File: config.mk
export PLATFORM = sky130hd
export DESIGN_NAME = alu_sched_flat
export DESIGN_NICKNAME = d
export VERILOG_FILES = /design/src/rtl/alu_sched_pkg.sv /design/src/rtl/alu_sched_if.sv /design/src/rtl/alu_sched_rr_arb2.sv /design/src/rtl/alu_sched.sv /design/src/flat_wrapper.sv
export SDC_FILE = /design/constraint.sdc
export NUM_CORES = 1
export LEC_CHECK = 0
export CORE_MARGIN = 1
export CORE_UTILIZATION = 50
export CTS_CLUSTER_DIAMETER = 50
export DETAILED_ROUTE_END_ITERATION = 8
export DONT_BUFFER_PORTS = 1
export PLACE_DENSITY_LB_ADDON = 0.15
export SLEW_MARGIN = 20
export SYNTH_ARGS = -nofsm -noshare
export SYNTH_HDL_FRONTEND = slang
export SYNTH_HIERARCHICAL = 1
export SYNTH_SLANG_ARGS = --single-unit
File: constraint.sdc
create_clock -name clk -period 2.3 [get_ports clk]
set_input_delay 0.345 -clock clk [delete_from_list [all_inputs] [get_ports clk]]
set_output_delay 0.345 -clock clk [all_outputs]
set_load 0.01 [all_outputs]
File: src/rtl/alu_sched_pkg.sv
// Shared definitions for the ALU scheduler: opcodes, FSM encoding, error bits
// and opcode classification helpers.
package alu_pkg;

  localparam int ALU_W = 16;

  localparam logic [3:0] OP_ADD = 4'b0000;
  localparam logic [3:0] OP_SUB = 4'b0001;
  localparam logic [3:0] OP_AND = 4'b0010;
  localparam logic [3:0] OP_OR  = 4'b0011;
  localparam logic [3:0] OP_XOR = 4'b0100;
  localparam logic [3:0] OP_MUL = 4'b0101;
  localparam logic [3:0] OP_DIV = 4'b0111;
  localparam logic [3:0] OP_NOT = 4'b1000;
  localparam logic [3:0] OP_MOD = 4'b1001;
  localparam logic [3:0] OP_LDI = 4'b1010;

  localparam int ERR_DIV0 = 0;
  localparam int ERR_ILL  = 1;

  typedef enum logic [1:0] {
    ST_IDLE = 2'd0,
    ST_EXEC = 2'd1,
    ST_WAIT = 2'd2,
    ST_RESP = 2'd3
  } state_t;

  function automatic logic is_slow(input logic [3:0] op);
    return (op == OP_MUL) || (op == OP_DIV) || (op == OP_MOD);
  endfunction

  function automatic logic is_legal(input logic [3:0] op);
    case (op)
      OP_ADD, OP_SUB, OP_AND, OP_OR, OP_XOR,
      OP_MUL, OP_DIV, OP_NOT, OP_MOD, OP_LDI: return 1'b1;
      default:                                return 1'b0;
    endcase
  endfunction

endpackage

File: src/rtl/alu_sched_if.sv
// Request, response and ALU-side signals of the scheduler; the slave modport is
// the scheduler itself, the master modport is everything around it.
interface alu_sched_if;
  import alu_pkg::*;

  logic              req0_valid, req1_valid;
  logic              req0_ready, req1_ready;
  logic [3:0]        req0_op, req1_op;
  logic [ALU_W-1:0]  req0_a, req0_b, req1_a, req1_b;
  logic [ALU_W-1:0]  alu_a, alu_b;
  logic [3:0]        alu_ctrl;
  logic [ALU_W-1:0]  alu_result;
  logic              rsp_valid, rsp_ready, rsp_id;
  logic [ALU_W-1:0]  rsp_result;
  logic [1:0]        rsp_err;

  modport master (
    output req0_valid, req1_valid, req0_op, req1_op,
           req0_a, req0_b, req1_a, req1_b, alu_result, rsp_ready,
    input  req0_ready, req1_ready, alu_a, alu_b, alu_ctrl,
           rsp_valid, rsp_id, rsp_result, rsp_err
  );

  modport slave (
    input  req0_valid, req1_valid, req0_op, req1_op,
           req0_a, req0_b, req1_a, req1_b, alu_result, rsp_ready,
    output req0_ready, req1_ready, alu_a, alu_b, alu_ctrl,
           rsp_valid, rsp_id, rsp_result, rsp_err
  );
endinterface

File: src/rtl/alu_sched_rr_arb2.sv
// Two-requester round-robin arbiter; the last-grant pointer moves only when
// the caller signals that the grant was actually taken.
module rr_arb2 (
  input  logic       clk,
  input  logic       rst,
  input  logic [1:0] req,
  input  logic       accept,
  output logic [1:0] gnt
);

  logic last;

  // last=1 means port 1 won most recently, so port 0 wins the next tie
  always_comb begin
    gnt[0] = req[0] & (~req[1] | last);
    gnt[1] = req[1] & (~req[0] | ~last);
  end

  always_ff @(posedge clk or posedge rst) begin
    if (rst)         last <= 1'b1;
    else if (accept) last <= gnt[1];
  end

endmodule

File: src/rtl/alu_sched.sv
// Shares one external combinational ALU between two requesters, holding the
// ALU inputs for MC_CYCLES on slow ops and returning one tagged response each.
//
// state | meaning
// IDLE  | waiting for a request; granted port sees ready
// EXEC  | first ALU cycle; fast ops capture their result here
// WAIT  | remaining MC_CYCLES-1 cycles of a slow op
// RESP  | response presented until rsp_ready
module alu_sched
  import alu_pkg::*;
#(
  parameter int MC_CYCLES = 4
) (
  input  logic        clk,
  input  logic        rst,
  alu_sched_if.slave  bus
);

  localparam logic [3:0] MC_LAST = 4'(MC_CYCLES - 1);

  state_t            state;
  logic [3:0]        cnt;
  logic              id_q;
  logic [1:0]        gnt;
  logic              accept;
  logic              div0;
  logic [ALU_W-1:0]  res_nxt;
  logic [1:0]        err_nxt;

  rr_arb2 u_arb (
    .clk    (clk),
    .rst    (rst),
    .req    ({bus.req1_valid, bus.req0_valid}),
    .accept (accept),
    .gnt    (gnt)
  );

  assign bus.req0_ready = (state == ST_IDLE) & ~rst & gnt[0];
  assign bus.req1_ready = (state == ST_IDLE) & ~rst & gnt[1];
  assign accept         = bus.req0_ready | bus.req1_ready;

  // divide-by-zero and illegal opcodes never trust the external ALU output
  always_comb begin
    div0    = ((bus.alu_ctrl == OP_DIV) || (bus.alu_ctrl == OP_MOD)) && (bus.alu_b == '0);
    res_nxt = bus.alu_result;
    err_nxt = 2'b00;
    if (!is_legal(bus.alu_ctrl)) begin
      res_nxt          = '0;
      err_nxt[ERR_ILL] = 1'b1;
    end else if (div0) begin
      res_nxt           = (bus.alu_ctrl == OP_DIV) ? '1 : bus.alu_a;
      err_nxt[ERR_DIV0] = 1'b1;
    end
  end

  always_ff @(posedge clk or posedge rst) begin
    if (rst) begin
      state          <= ST_IDLE;
      cnt            <= '0;
      id_q           <= 1'b0;
      bus.alu_a      <= '0;
      bus.alu_b      <= '0;
      bus.alu_ctrl   <= '0;
      bus.rsp_valid  <= 1'b0;
      bus.rsp_id     <= 1'b0;
      bus.rsp_result <= '0;
      bus.rsp_err    <= '0;
    end else begin
      case (state)
        ST_IDLE: begin
          if (accept) begin
            bus.alu_a    <= gnt[1] ? bus.req1_a  : bus.req0_a;
            bus.alu_b    <= gnt[1] ? bus.req1_b  : bus.req0_b;
            bus.alu_ctrl <= gnt[1] ? bus.req1_op : bus.req0_op;
            id_q         <= gnt[1];
            state        <= ST_EXEC;
          end
        end
        ST_EXEC: begin
          if (!is_slow(bus.alu_ctrl) || (MC_CYCLES == 1)) begin
            bus.rsp_valid  <= 1'b1;
            bus.rsp_id     <= id_q;
            bus.rsp_result <= res_nxt;
            bus.rsp_err    <= err_nxt;
            state          <= ST_RESP;
          end else begin
            cnt   <= MC_LAST;
            state <= ST_WAIT;
          end
        end
        ST_WAIT: begin
          if (cnt == 4'd1) begin
            cnt            <= '0;
            bus.rsp_valid  <= 1'b1;
            bus.rsp_id     <= id_q;
            bus.rsp_result <= res_nxt;
            bus.rsp_err    <= err_nxt;
            state          <= ST_RESP;
          end else begin
            cnt <= cnt - 4'd1;
          end
        end
        ST_RESP: begin
          if (bus.rsp_ready) begin
            bus.rsp_valid <= 1'b0;
            state         <= ST_IDLE;
          end
        end
        default: state <= ST_IDLE;
      endcase
    end
  end

endmodule

File: src/flat_wrapper.sv
// flat-port wrapper written by rule: the top's interface ports become plain ports
module alu_sched_flat import alu_pkg::*;
#(
  parameter int MC_CYCLES = 4
)
  (clk, rst, bus_req0_valid, bus_req1_valid, bus_req0_op, bus_req1_op, bus_req0_a, bus_req0_b, bus_req1_a, bus_req1_b, bus_alu_result, bus_rsp_ready, bus_req0_ready, bus_req1_ready, bus_alu_a, bus_alu_b, bus_alu_ctrl, bus_rsp_valid, bus_rsp_id, bus_rsp_result, bus_rsp_err);
  alu_sched_if bus_i ();
  input  logic clk;
  input  logic rst;
  input wire logic [$bits(bus_i.req0_valid)-1:0] bus_req0_valid;
  input wire logic [$bits(bus_i.req1_valid)-1:0] bus_req1_valid;
  input wire logic [$bits(bus_i.req0_op)-1:0] bus_req0_op;
  input wire logic [$bits(bus_i.req1_op)-1:0] bus_req1_op;
  input wire logic [$bits(bus_i.req0_a)-1:0] bus_req0_a;
  input wire logic [$bits(bus_i.req0_b)-1:0] bus_req0_b;
  input wire logic [$bits(bus_i.req1_a)-1:0] bus_req1_a;
  input wire logic [$bits(bus_i.req1_b)-1:0] bus_req1_b;
  input wire logic [$bits(bus_i.alu_result)-1:0] bus_alu_result;
  input wire logic [$bits(bus_i.rsp_ready)-1:0] bus_rsp_ready;
  output wire logic [$bits(bus_i.req0_ready)-1:0] bus_req0_ready;
  output wire logic [$bits(bus_i.req1_ready)-1:0] bus_req1_ready;
  output wire logic [$bits(bus_i.alu_a)-1:0] bus_alu_a;
  output wire logic [$bits(bus_i.alu_b)-1:0] bus_alu_b;
  output wire logic [$bits(bus_i.alu_ctrl)-1:0] bus_alu_ctrl;
  output wire logic [$bits(bus_i.rsp_valid)-1:0] bus_rsp_valid;
  output wire logic [$bits(bus_i.rsp_id)-1:0] bus_rsp_id;
  output wire logic [$bits(bus_i.rsp_result)-1:0] bus_rsp_result;
  output wire logic [$bits(bus_i.rsp_err)-1:0] bus_rsp_err;
  assign bus_i.req0_valid = bus_req0_valid;
  assign bus_i.req1_valid = bus_req1_valid;
  assign bus_i.req0_op = bus_req0_op;
  assign bus_i.req1_op = bus_req1_op;
  assign bus_i.req0_a = bus_req0_a;
  assign bus_i.req0_b = bus_req0_b;
  assign bus_i.req1_a = bus_req1_a;
  assign bus_i.req1_b = bus_req1_b;
  assign bus_i.alu_result = bus_alu_result;
  assign bus_i.rsp_ready = bus_rsp_ready;
  assign bus_req0_ready = bus_i.req0_ready;
  assign bus_req1_ready = bus_i.req1_ready;
  assign bus_alu_a = bus_i.alu_a;
  assign bus_alu_b = bus_i.alu_b;
  assign bus_alu_ctrl = bus_i.alu_ctrl;
  assign bus_rsp_valid = bus_i.rsp_valid;
  assign bus_rsp_id = bus_i.rsp_id;
  assign bus_rsp_result = bus_i.rsp_result;
  assign bus_rsp_err = bus_i.rsp_err;
  alu_sched #(.MC_CYCLES(MC_CYCLES)) u_core (.clk(clk), .rst(rst), .bus(bus_i));
endmodule
==> flow_summary.toml <==
[routing]
drc = 0
routed_via_density = 5.95
wl_um = 7800
vias = 2515
antenna_left = 0
first_pass_iters = 4
wire_per_inst_um = 18.4
dr.first_iter.drc_count = 151

[layout]
final_cell_mix = "dfrtp_1 (63), o21ai_0 (54), nand2_1 (41)"
finalInstanceArea_mm2 = 0.00362
syn_to_final_growth_pct = 9.50
n_antenna_cell = 0
fill_cells = 553
nNetsFinal = 441
drive_gt1_share_pct = 12.7
multiInputGateArea_mm2 = 0.00157
final_common_cell = "dfrtp_1"
seq_area_mm2 = 0.00160

[logic_synthesis]
synth_nets = 437
yosys_warnings = 6
ys_ff_latch = 64
synthDistinctLibCells = 38
synth.avg_cell_area_um2 = 9.81
synthCells = 337
synth_area_mm2 = 0.00331
seq_area_frac_synth_pct = 48.5

[worst_setup_path]
path_max_fanout = 19
worstSetupStartpointType = "register"
cp_num_buf_inv = 2
max_stage_delay_ns = 0.41
crit_chain = "inv_1, ha_1, o211a_4, or3_1, buf_4, o31ai_1"
critPathCaptureType = "register"
required_ns = 2.54
crit_arrival_ns = 2.25
critical_path.top_delay_family = "compound AO/OA/AOI/OAI gates"
crit_type = "register to register"
slowest_stage = "dfrtp_1"

[die]
dieArea_mm2 = 0.00694
die_w_um = 83.3
io_pins = 151
core-area_mm2 = 0.00635
start_util_pct = 52.1
rows = 29
die_h_um = 83.3

[power_and_ir_drop]
p_per_area_mw_per_mm2 = 1390
power_leakage_nw = 1.66
pwr-share-comb_pct = 36.7
totalPowerFinal_mw = 5.04
clkPwrFrac_pct = 16.8
vdd_ir_drop_max_v = 0.000644
sw_frac_of_total_pct = 43.1
p_int_mw = 2.87
power_frac_seq_pct = 46.6
p_sw_mw = 2.17

[sta]
min_period_ns = 2.01
timing.final.crit_share_pct = 87.6
rsz0062_at_grt = "false"
relSlewSlack_pct = 58.1
tns_ns = 0
hold_viol = 0
setup_viol = 0
timing.fmax_mhz = 496
tightest_slew_ns = 0.628
fin_skew_ns = 0.0121
finalMaxSlewViolations = 0

[job]
max_cap_violations = 0

[place]
place.gp.congestion = 0.861
hpwl_um = 5740
io_buffers = 0
placed_cell_area_mm2 = 0.00344

[grt]
grt-ovfl-total = 0
grt_max_degree = 50
grt_use_total_pct = 23.7
antenna_found_initial = 0
grt_pass1_wl_um = 12800
grt_pass1_vias = 2431

[min_path]
min_path_type = "primary input to register"

[clock_tree]
htreeDepth = 3
root_buffer = "clkbuf_8"
clock_path_buffers = 2
cts_inserted_buffers = 9
cts_setup_buffers = 0
clkTransAtPathRegs_ns = 0.08
cts_tree = "yes"
clk_latency_ns = 0.33
cts.sinks = 64

[outcome]
status = "finished, final reports clean"
==> final cells by class <==
type	count	area share, %
inverters	12	1.24
flip-flops and latches	64	44.3
clock buffers	11	3.90
well taps	77	2.66
clock inverters	5	0.898
multi-input cells	238	43.3
repair buffers	16	3.73
==> sequential cells by signal (all words and copies together), names as in the netlist <==
| register | count |
|---|---|
| u_core/id_q | 1 |
| u_core/bus.rsp_result | 16 |
| u_core/bus.alu_a | 16 |
| u_core/cnt | 4 |
| u_core/bus.alu_ctrl | 4 |
| u_core/bus.rsp_id | 1 |
| u_core/u_arb/last | 1 |
| u_core/state | 2 |
| u_core/bus.alu_b | 16 |
| u_core/bus.rsp_valid | 1 |
| u_core/bus.rsp_err | 2 |
==> through the flow <==
stage | worst slack, ns | hold WS [ns] | instances | util (%)
after floorplan | 0.379 | 0.235 | 337 | -
after global placement | 0.366 | 0.237 | 406 | 54.1
after detailed placement | 0.294 | 0.238 | 406 | 54.1
after CTS | 0.285 | 0.201 | 423 | 57.0
after global routing | 0.130 | 0.205 | 423 | 57.0
final | 0.286 | 0.216 | 423 | 57.0
==> layer usage <==
metal	up-vias	global-route usage [%]	share of wire, %
met2	131	36.1	47
met5	-	0	0
li1	1212	-	-
met4	0	9.40	1.9
met3	14	6.06	7.4
met1	1158	32.3	44
==> final timing paths <==
path	start	endpoint	slack [ns]	depth (start not counted)
max	u_core/state[1]	u_core/bus.rsp_result[3]	0.29	6
min	bus_req0_a[12]	u_core/bus.alu_a[12]	0.22	2
max reg2reg	u_core/state[1]	u_core/bus.rsp_result[3]	0.29	6
min reg2reg	u_core/id_q	u_core/id_q	0.48	1
max in group asynchronous	rst	u_core/bus.alu_b[9]	1.02	3
min in group asynchronous	rst	u_core/u_arb/last	0.51	2
==> Yosys cell counts <==
master | number | share of area (%)
nand3_1 | 1 | 0.15
and3b_2 | 1 | 0.30
nand4_1 | 2 | 0.38
mux2i_1 | 36 | 11
buf_1 | 3 | 0.34
clkbuf_1 | 14 | 1.6
a21boi_2 | 1 | 0.34
nor2b_1 | 2 | 0.38
o2111a_1 | 1 | 0.34
nor3_1 | 17 | 2.6
nor3b_1 | 1 | 0.23
or3_1 | 1 | 0.19
buf_8 | 1 | 0.45
a32oi_1 | 1 | 0.26
and4_1 | 1 | 0.26
a21o_1 | 1 | 0.23
a21oi_1 | 18 | 2.7
a21boi_0 | 2 | 0.45
dfrtp_1 | 63 | 48
mux2_2 | 6 | 2.0
o21ai_0 | 56 | 8.5
o21a_1 | 2 | 0.45
a211o_1 | 1 | 0.26
ha_1 | 7 | 2.6
o31ai_1 | 16 | 3.6
nand2_1 | 41 | 4.7
a22o_1 | 5 | 1.3
nor2_1 | 10 | 1.1
nor4_1 | 2 | 0.38
mux2_4 | 1 | 0.45
buf_6 | 1 | 0.34
o22ai_1 | 2 | 0.38
and2_1 | 1 | 0.19
buf_2 | 4 | 0.61
dfstp_2 | 1 | 0.79
inv_1 | 12 | 1.4
o211a_4 | 1 | 0.53
nor3b_4 | 1 | 0.57
==> power groups by stage <==
stage / clock (mW) / combinational, mW / sequential, mW
final: 0.845 / 1.85 / 2.35
after global routing: 0.917 / 2.10 / 2.43
after CTS: 0.863 / 1.84 / 2.36
after detailed placement: 0 / 1.84 / 2.38
after global placement: 0 / 1.79 / 2.37
after floorplan: 0 / 1.49 / 2.21
==> cell families (layout without fill, tap and decap cells) <==
logic type | after synthesis | in the layout | synth area share, %
compound gates | 107 | 107 | 19.4
simple gates | 81 | 81 | 11.4
flops | 64 | 64 | 48.5
mux | 43 | 43 | 13.4
buf+inv | 35 | 44 | 4.69
fa+ha+maj | 7 | 7 | 2.65
==> worst register-to-register path: stages (launching register included) <==
cell and delay [ns]:
dfrtp_1 0.41, inv_1 0.10, ha_1 0.28, o211a_4 0.25, or3_1 0.40, buf_4 0.22
o31ai_1 0.27
==> repair_timing <==
item / 4_1_cts / 5_1_grt
hold buffers: 1 / 0
hold endpoints to repair: 29 / 0
gates resized for setup: 0 / 0
Note: power is estimated with default switching activity, not from simulation.
